### src/rtl/serial_add_ctrl.sv
// Bit-serial adder: operands are stepped LSB-first through one full-adder slice
// built from two half adders, with a carry flop and valid/ready handshakes.

module half_adder (
  input  logic a_i,
  input  logic b_i,
  output logic sum_o,
  output logic carry_o
);
  assign sum_o   = a_i ^ b_i;
  assign carry_o = a_i & b_i;
endmodule

module serial_add_ctrl #(
  parameter int WIDTH = 8
) (
  input  logic             clk,
  input  logic             rst,
  input  logic             in_valid,
  output logic             in_ready,
  input  logic [WIDTH-1:0] a,
  input  logic [WIDTH-1:0] b,
  output logic             out_valid,
  input  logic             out_ready,
  output logic [WIDTH-1:0] sum,
  output logic             carry_out,
  output logic             busy
);
  localparam int CW = $clog2(WIDTH + 1);

  typedef enum logic [1:0] {IDLE, RUN, DONE} state_t;

  state_t           state_q;
  logic [WIDTH-1:0] a_sh_q, b_sh_q, sum_sh_q, sum_q;
  logic [WIDTH-1:0] sum_sh_d;
  logic [CW-1:0]    bit_cnt_q;
  logic             carry_q, carry_out_q;
  logic             in_ready_q, out_valid_q, busy_q;

  logic ha0_sum, ha0_carry, ha1_sum, ha1_carry;
  logic slice_sum, slice_carry;

  half_adder u_ha0 (
    .a_i     (a_sh_q[0]),
    .b_i     (b_sh_q[0]),
    .sum_o   (ha0_sum),
    .carry_o (ha0_carry)
  );

  half_adder u_ha1 (
    .a_i     (ha0_sum),
    .b_i     (carry_q),
    .sum_o   (ha1_sum),
    .carry_o (ha1_carry)
  );

  assign slice_sum   = ha1_sum;
  assign slice_carry = ha0_carry | ha1_carry;

  // Written as shifts so a WIDTH of 1 needs no zero-length slice.
  assign sum_sh_d = (sum_sh_q >> 1) | (WIDTH'(slice_sum) << (WIDTH - 1));

  always_ff @(posedge clk or posedge rst) begin
    if (rst) begin
      state_q     <= IDLE;
      a_sh_q      <= '0;
      b_sh_q      <= '0;
      sum_sh_q    <= '0;
      carry_q     <= 1'b0;
      bit_cnt_q   <= '0;
      sum_q       <= '0;
      carry_out_q <= 1'b0;
      in_ready_q  <= 1'b1;
      out_valid_q <= 1'b0;
      busy_q      <= 1'b0;
    end else begin
      case (state_q)
        IDLE: begin
          if (in_valid) begin
            a_sh_q     <= a;
            b_sh_q     <= b;
            sum_sh_q   <= '0;
            carry_q    <= 1'b0;
            bit_cnt_q  <= '0;
            state_q    <= RUN;
            in_ready_q <= 1'b0;
            busy_q     <= 1'b1;
          end
        end
        RUN: begin
          a_sh_q    <= a_sh_q >> 1;
          b_sh_q    <= b_sh_q >> 1;
          sum_sh_q  <= sum_sh_d;
          carry_q   <= slice_carry;
          bit_cnt_q <= bit_cnt_q + CW'(1);
          // Results are captured on the final bit so they hold until the next op.
          if (bit_cnt_q == CW'(WIDTH - 1)) begin
            state_q     <= DONE;
            out_valid_q <= 1'b1;
            sum_q       <= sum_sh_d;
            carry_out_q <= slice_carry;
          end
        end
        DONE: begin
          if (out_ready) begin
            state_q     <= IDLE;
            out_valid_q <= 1'b0;
            in_ready_q  <= 1'b1;
            busy_q      <= 1'b0;
          end
        end
        default: begin
          state_q     <= IDLE;
          out_valid_q <= 1'b0;
          in_ready_q  <= 1'b1;
          busy_q      <= 1'b0;
        end
      endcase
    end
  end

  assign in_ready  = in_ready_q;
  assign out_valid = out_valid_q;
  assign busy      = busy_q;
  assign sum       = sum_q;
  assign carry_out = carry_out_q;

endmodule
### config.mk
export PLATFORM = sky130hd
export DESIGN_NAME = serial_add_ctrl
export DESIGN_NICKNAME = d
export VERILOG_FILES = /design/src/rtl/serial_add_ctrl.sv
export SDC_FILE = /design/constraint.sdc
export NUM_CORES = 1
export LEC_CHECK = 0
export ABC_AREA = 1
export BUFFER_PORTS_ARGS = -buffer_cell sky130_fd_sc_hd__clkbuf_2
export CAP_MARGIN = 40
export CORE_MARGIN = 4
export CORE_UTILIZATION = 45
export DETAILED_ROUTE_END_ITERATION = 6
export MAX_ROUTING_LAYER = met4
export PLACE_DENSITY = 0.67
export RECOVER_POWER = 50
export REMOVE_ABC_BUFFERS = 1
export SLEW_MARGIN = 15
export SYNTH_ARGS = -nofsm -noshare
export SYNTH_HDL_FRONTEND = slang
export SYNTH_HIERARCHICAL = 1
export SYNTH_SLANG_ARGS = --single-unit
### constraint.sdc
create_clock -name clk -period 2 [get_ports clk]
set_clock_uncertainty 0.05 [all_clocks]
set_input_delay 0.2 -clock clk [delete_from_list [all_inputs] [get_ports clk]]
set_output_delay 0.2 -clock clk [all_outputs]
set_load 0.01 [all_outputs]
* Yosys cells after proc, flatten, opt, wreduce, memory -nomap -nowiden *
Index checks and enable logic that the tools add are counted.

word-level totals
  bits in registers = 43
  output and inout bits = 12
  word-level logic and storage cells = 54

cells by class
  equal/unequal tests = 6
  reduce and logical (&&, ||, !) cells = 7
  add/sub/neg operators = 1
  mux-type cells = 21
  bitwise gates (word level) = 8

operators by type and width
  operator                                              number
  case mux 8 bit (2 select lines)                       3
  2-to-1 mux 8 bit                                      3
  case mux 1 bit (3 select lines)                       3
  AND reduction 3 bit                                   3
  OR 7 x 8 -> 8 bit                                     1
  case mux 4 bit (2 select lines)                       1
  2-to-1 mux 2 bit                                      3
  != test 2 bit (second input constant)                 3
  case mux 2 bit (3 select lines)                       1
  2-to-1 mux 1 bit                                      5
  adder 4 x 1 -> 4 bit (second input constant)          1
  equality test 4 x 3 -> 1 bit (second input constant)  1
  2-to-1 mux 4 bit                                      1
  AND reduction 2 bit                                   2
  AND 1 bit                                             2
  equality test 2 x 1 -> 1 bit (second input constant)  1
  equality test 2 bit (second input constant)           1
  zero test 2 bit                                       1
  inverter 1 bit                                        2
  case mux 1 bit (2 select lines)                       1
  nonzero test 2 bit                                    1
  bitwise XOR 1 bit                                     2
  OR 1 bit                                              1

* Logic depth before layout (Yosys ltp) *
  depth in word-level cells = 4
  mapped depth = 7
  gate-level depth less buffers = 6

* By module *
Netlist, hierarchy kept.

by module, submodules not included
  module           instances  area an instance (um2)  cells an instance
  serial_add_ctrl  1          1,754.2                 201
  half_adder       2          12.5                    1

* Worst setup path after synthesis *
Ideal clock, no wire load.

  path type = register to register
  start point = reg bit_cnt_q[0]
  end point = reg carry_out_q, in the netlist carry_out
  slack = 0.733 ns
  buffers on the path = 1
  stages on the path, launching flop included = 8
  data required time = 1.826 ns
  data arrival time = 1.093 ns
  cells stage by stage = dfrtp_1 ha_1 nand2_1 nor2_1 nand2_1 buf_2 nand2_1 nand2_1

on the way
  word-level cells in the longest chain between the ends = 2

ends and longest elaborated chain
  element                               RTL line  text
  from (decl)                           36        logic [CW-1:0] bit_cnt_q;
  from (signal assigned)                95        bit_cnt_q <= bit_cnt_q + CW'(1);
  equality test 4 x 3 -> 1 bit          97        if (bit_cnt_q == CW'(WIDTH - 1)) begin
  AND reduction 2 bit (no source line)  -
  to (signal assigned)                  101       carry_out_q <= slice_carry;
  to (decl)                             37        logic carry_q, carry_out_q;

Every way passes these cells.
A chain may end at the register's enable or synchronous reset.

* Final worst setup path *
  start point = reg bit_cnt_q[0]
  end point = reg sum_q[2], in the netlist sum[2]

on the way
  word-level cells in the longest chain between the ends = 2

ends and longest elaborated chain
  element                               RTL line  text
  equality test 4 x 3 -> 1 bit          97
  AND reduction 2 bit (no source line)  -
  to (signal assigned)                  100       sum_q <= sum_sh_d;
  to (decl)                             34        logic [WIDTH-1:0] a_sh_q, b_sh_q, sum_sh_q, sum_q;

Every way passes these cells.

==> flow_metrics.env <==
export IMPL_fin_crit_ns=1.503
export IMPL_critPathLaunchType="flip-flop"
export IMPL_tightest_slew_ns=0.9913
export IMPL_fmax_ghz=0.6653
export IMPL_yosysTopAreaCell="dfrtp_1"
export IMPL_crit_path_end_kind="flip-flop"
export IMPL_clk_pin_slew_ns=0.08
export IMPL_setup_violations=0
export IMPL_die_w_um=70.88
export IMPL_grtUsageTotal_pct=15.83
export IMPL_async_flop_share_pct=100.0
export IMPL_reg2reg_to="sum[2]$_DFFE_PP0P_"
export IMPL_reg2reg_from="bit_cnt_q[0]$_DFFE_PP0P_"
export IMPL_hold_viol=0
export IMPL_drive_above_1_share_pct=17.15
export IMPL_diodes=0
export IMPL_rows=22
export IMPL_synth_cell_types=19
export IMPL_hp_class="in2reg"
export IMPL_rsz0062_at_grt="no"
export IMPL_p_leak_nw=1.132
export IMPL_vias_per_cell=4.969
export IMPL_start_util_pct=47.53
export IMPL_fp_dieH_um=70.88
export IMPL_ios=32
export IMPL_post_cts_buffers=0
export IMPL_max_vdd_ir_drop_v=0.0006551
export IMPL_place_area_sq_um=1981
export IMPL_routed_wl_mm=3.447
export IMPL_reg2reg_setup_slack_ns=0.50
export IMPL_drv_cap=0
export IMPL_seq_area_sq_um=1052
export IMPL_worstPathMaxFanout=11
export IMPL_synthTopCellsByArea="dfrtp_1 (58%), nand2_1 (16%), nand3_1 (11%), inv_1 (2.5%), ha_1 (2.1%)"
export IMPL_slew_headroom_pct=33.91
export IMPL_cp_required_ns=2.13
export IMPL_port_buffers=31
export IMPL_first_iter_violations=101
export IMPL_max_clock_path_buffers=2
export IMPL_multiInputGateArea_sq_um=625.6
export IMPL_cts_tree="built"
export IMPL_status="finished clean"
export IMPL_grt_pass1_wl_mm=6.065
export IMPL_critPathLaunch="bit_cnt_q[0]$_DFFE_PP0P_"
export IMPL_cts_root_buf="clkbuf_8"
export IMPL_drc_errors=0
export IMPL_h_tree_depth=2
export IMPL_cts_sinks=42
export IMPL_ys_flop_type="dfrtp_1"
export IMPL_ys_seq_area_share_pct=59.14
export IMPL_fin_crit_sh_pct=75.16
export IMPL_hold_buffers=1
export IMPL_place_gp_congestion=0.7617
export IMPL_netlist_top_cells_count="nand2_1 (75), dfrtp_1 (41), nand3_1 (38)"
export IMPL_worstSkewPairLatency_ns=0.29
export IMPL_ys_warnings_count=6
export IMPL_crit_path_end="sum[2]$_DFFE_PP0P_"
export IMPL_cts_resized=0
export IMPL_fin_area_sq_um=2121
export IMPL_drt_first_pass_iters=4
export IMPL_grt_pass1_vias=1336
export IMPL_fin_nets=261
export IMPL_core_region_area_sq_um=3744
export IMPL_syn_to_final_growth_pct=19.20
export IMPL_avgSynthCellArea_sq_um=8.765
export IMPL_num_vias=1426
export IMPL_cts_inserted_buffers=5
export IMPL_power_density_nw_per_um2=1532
export IMPL_hpwl_mm=2.335
export IMPL_critPathArrivalTime_ns=1.64
export IMPL_antenna_found_initial=0
export IMPL_synth_most_common_cell="nand2_1"
export IMPL_netlist_area_leader_share_pct=57.67
export IMPL_synth_cells=203
export IMPL_synth_seq_cells=42
export IMPL_wl_per_cell_um=12.01
export IMPL_r2r_cells=6
export IMPL_netlist_area_sq_um=1779
export IMPL_dieArea_sq_um=5024
export IMPL_final_max_slew_viol_count=0
export IMPL_ant_nets=0
export IMPL_nFillCells=368
export IMPL_setup_tns_ns=0
export IMPL_crit_type="reg2reg"
export IMPL_synth_edf_count=0
export IMPL_grt_max_degree=43
export IMPL_overflow=0
state kept, by name, indices dropped and copies added, names as in the netlist:
signal	flops
sum	8
carry_out	1
state_q	2
out_valid	1
in_ready	1
carry_q	1
a_sh_q	8
b_sh_q	8
sum_sh_q	7
bit_cnt_q	4
busy	1
critical path: stages (launching register included):
cell and delay, ns:
dfrtp_1 0.41, ha_1 0.21, nand2_1 0.08, nor2_1 0.16, nand2_1 0.27, nand2_1 0.14
nand2_1 0.07
how the worst min path moves through the flow:
stage	from	endpoint	slack, ns	depth (start not counted)
final	a[7]	a_sh_q[7]$_DFFE_PP0P_	0.04	3
after detailed placement	rst	b_sh_q[7]$_DFFE_PP0P_	0.29	3
after CTS	a[7]	a_sh_q[7]$_DFFE_PP0P_	0.04	3
after global placement	rst	b_sh_q[7]$_DFFE_PP0P_	0.29	3
after floorplan	a[7]	a_sh_q[7]$_DFFE_PP0P_	0.26	2
after global routing	b[4]	b_sh_q[4]$_DFFE_PP0P_	0.05	3
where the power goes:
group,internal [mW],switching [mW]
Combinational,0.387,0.634
Sequential,1.20,0.207
Clock,0.532,0.290
Total,2.12,1.13
area by class of cell:
class                           count  share of cell area [%]
Sequential cell                    42                   49.62
Timing Repair Buffer               37                   9.204
Tap cell                           48                   2.832
Multi-Input combinational cell    140                   29.50
Clock buffer                        6                   3.894
Clock inverter                      2                   2.832
Inverter                           12                   2.124
logic make-up (layout without fill, tap and decap cells):
logic type      count (synthesis)  in the layout  share of synthesized area (%)
fa+ha+maj                       3              3                          2.110
simple gates                  125            125                          29.47
buf+inv                        21             57                          5.414
compound gates                 12             12                          3.867
flops                          42             42                          59.14
routing by layer:
metal / vias to the layer above / GRT usage, % / routed length [um]
met3: 6 / 4.261 / 142
met5: - / - / 0
met4: 0 / 5.637 / 61
met2: 22 / 24.61 / 1620
met1: 674 / 19.96 / 1623
li1: 724 / - / -
placed cells by master, fill, tap and decap left out, drive strengths merged:
cell type	count
a21oi	1
buf	4
bufinv	2
clkbuf	38
dfrtp	41
dfstp	1
dlygate4sd3	1
ha	3
inv	12
nand2	76
nand3	38
nand4	1
nor2	10
o211ai	1
o21ai	5
o22ai	5
metrics by stage:
stage	std cells	hold slack [ns]	power (mW)	utilization, %	setup WS, ns
after floorplan	194	0.2596	2.081	-	0.2010
after global placement	278	0.2949	2.445	52.91	0.5219
after detailed placement	278	0.2917	2.471	52.91	0.5043
after CTS	287	0.04056	3.304	56.99	0.4817
after global routing	287	0.05338	3.519	56.65	0.3176
final	287	0.04269	3.249	56.65	0.4969
No activity file was read; power rests on OpenSTA's default activity.
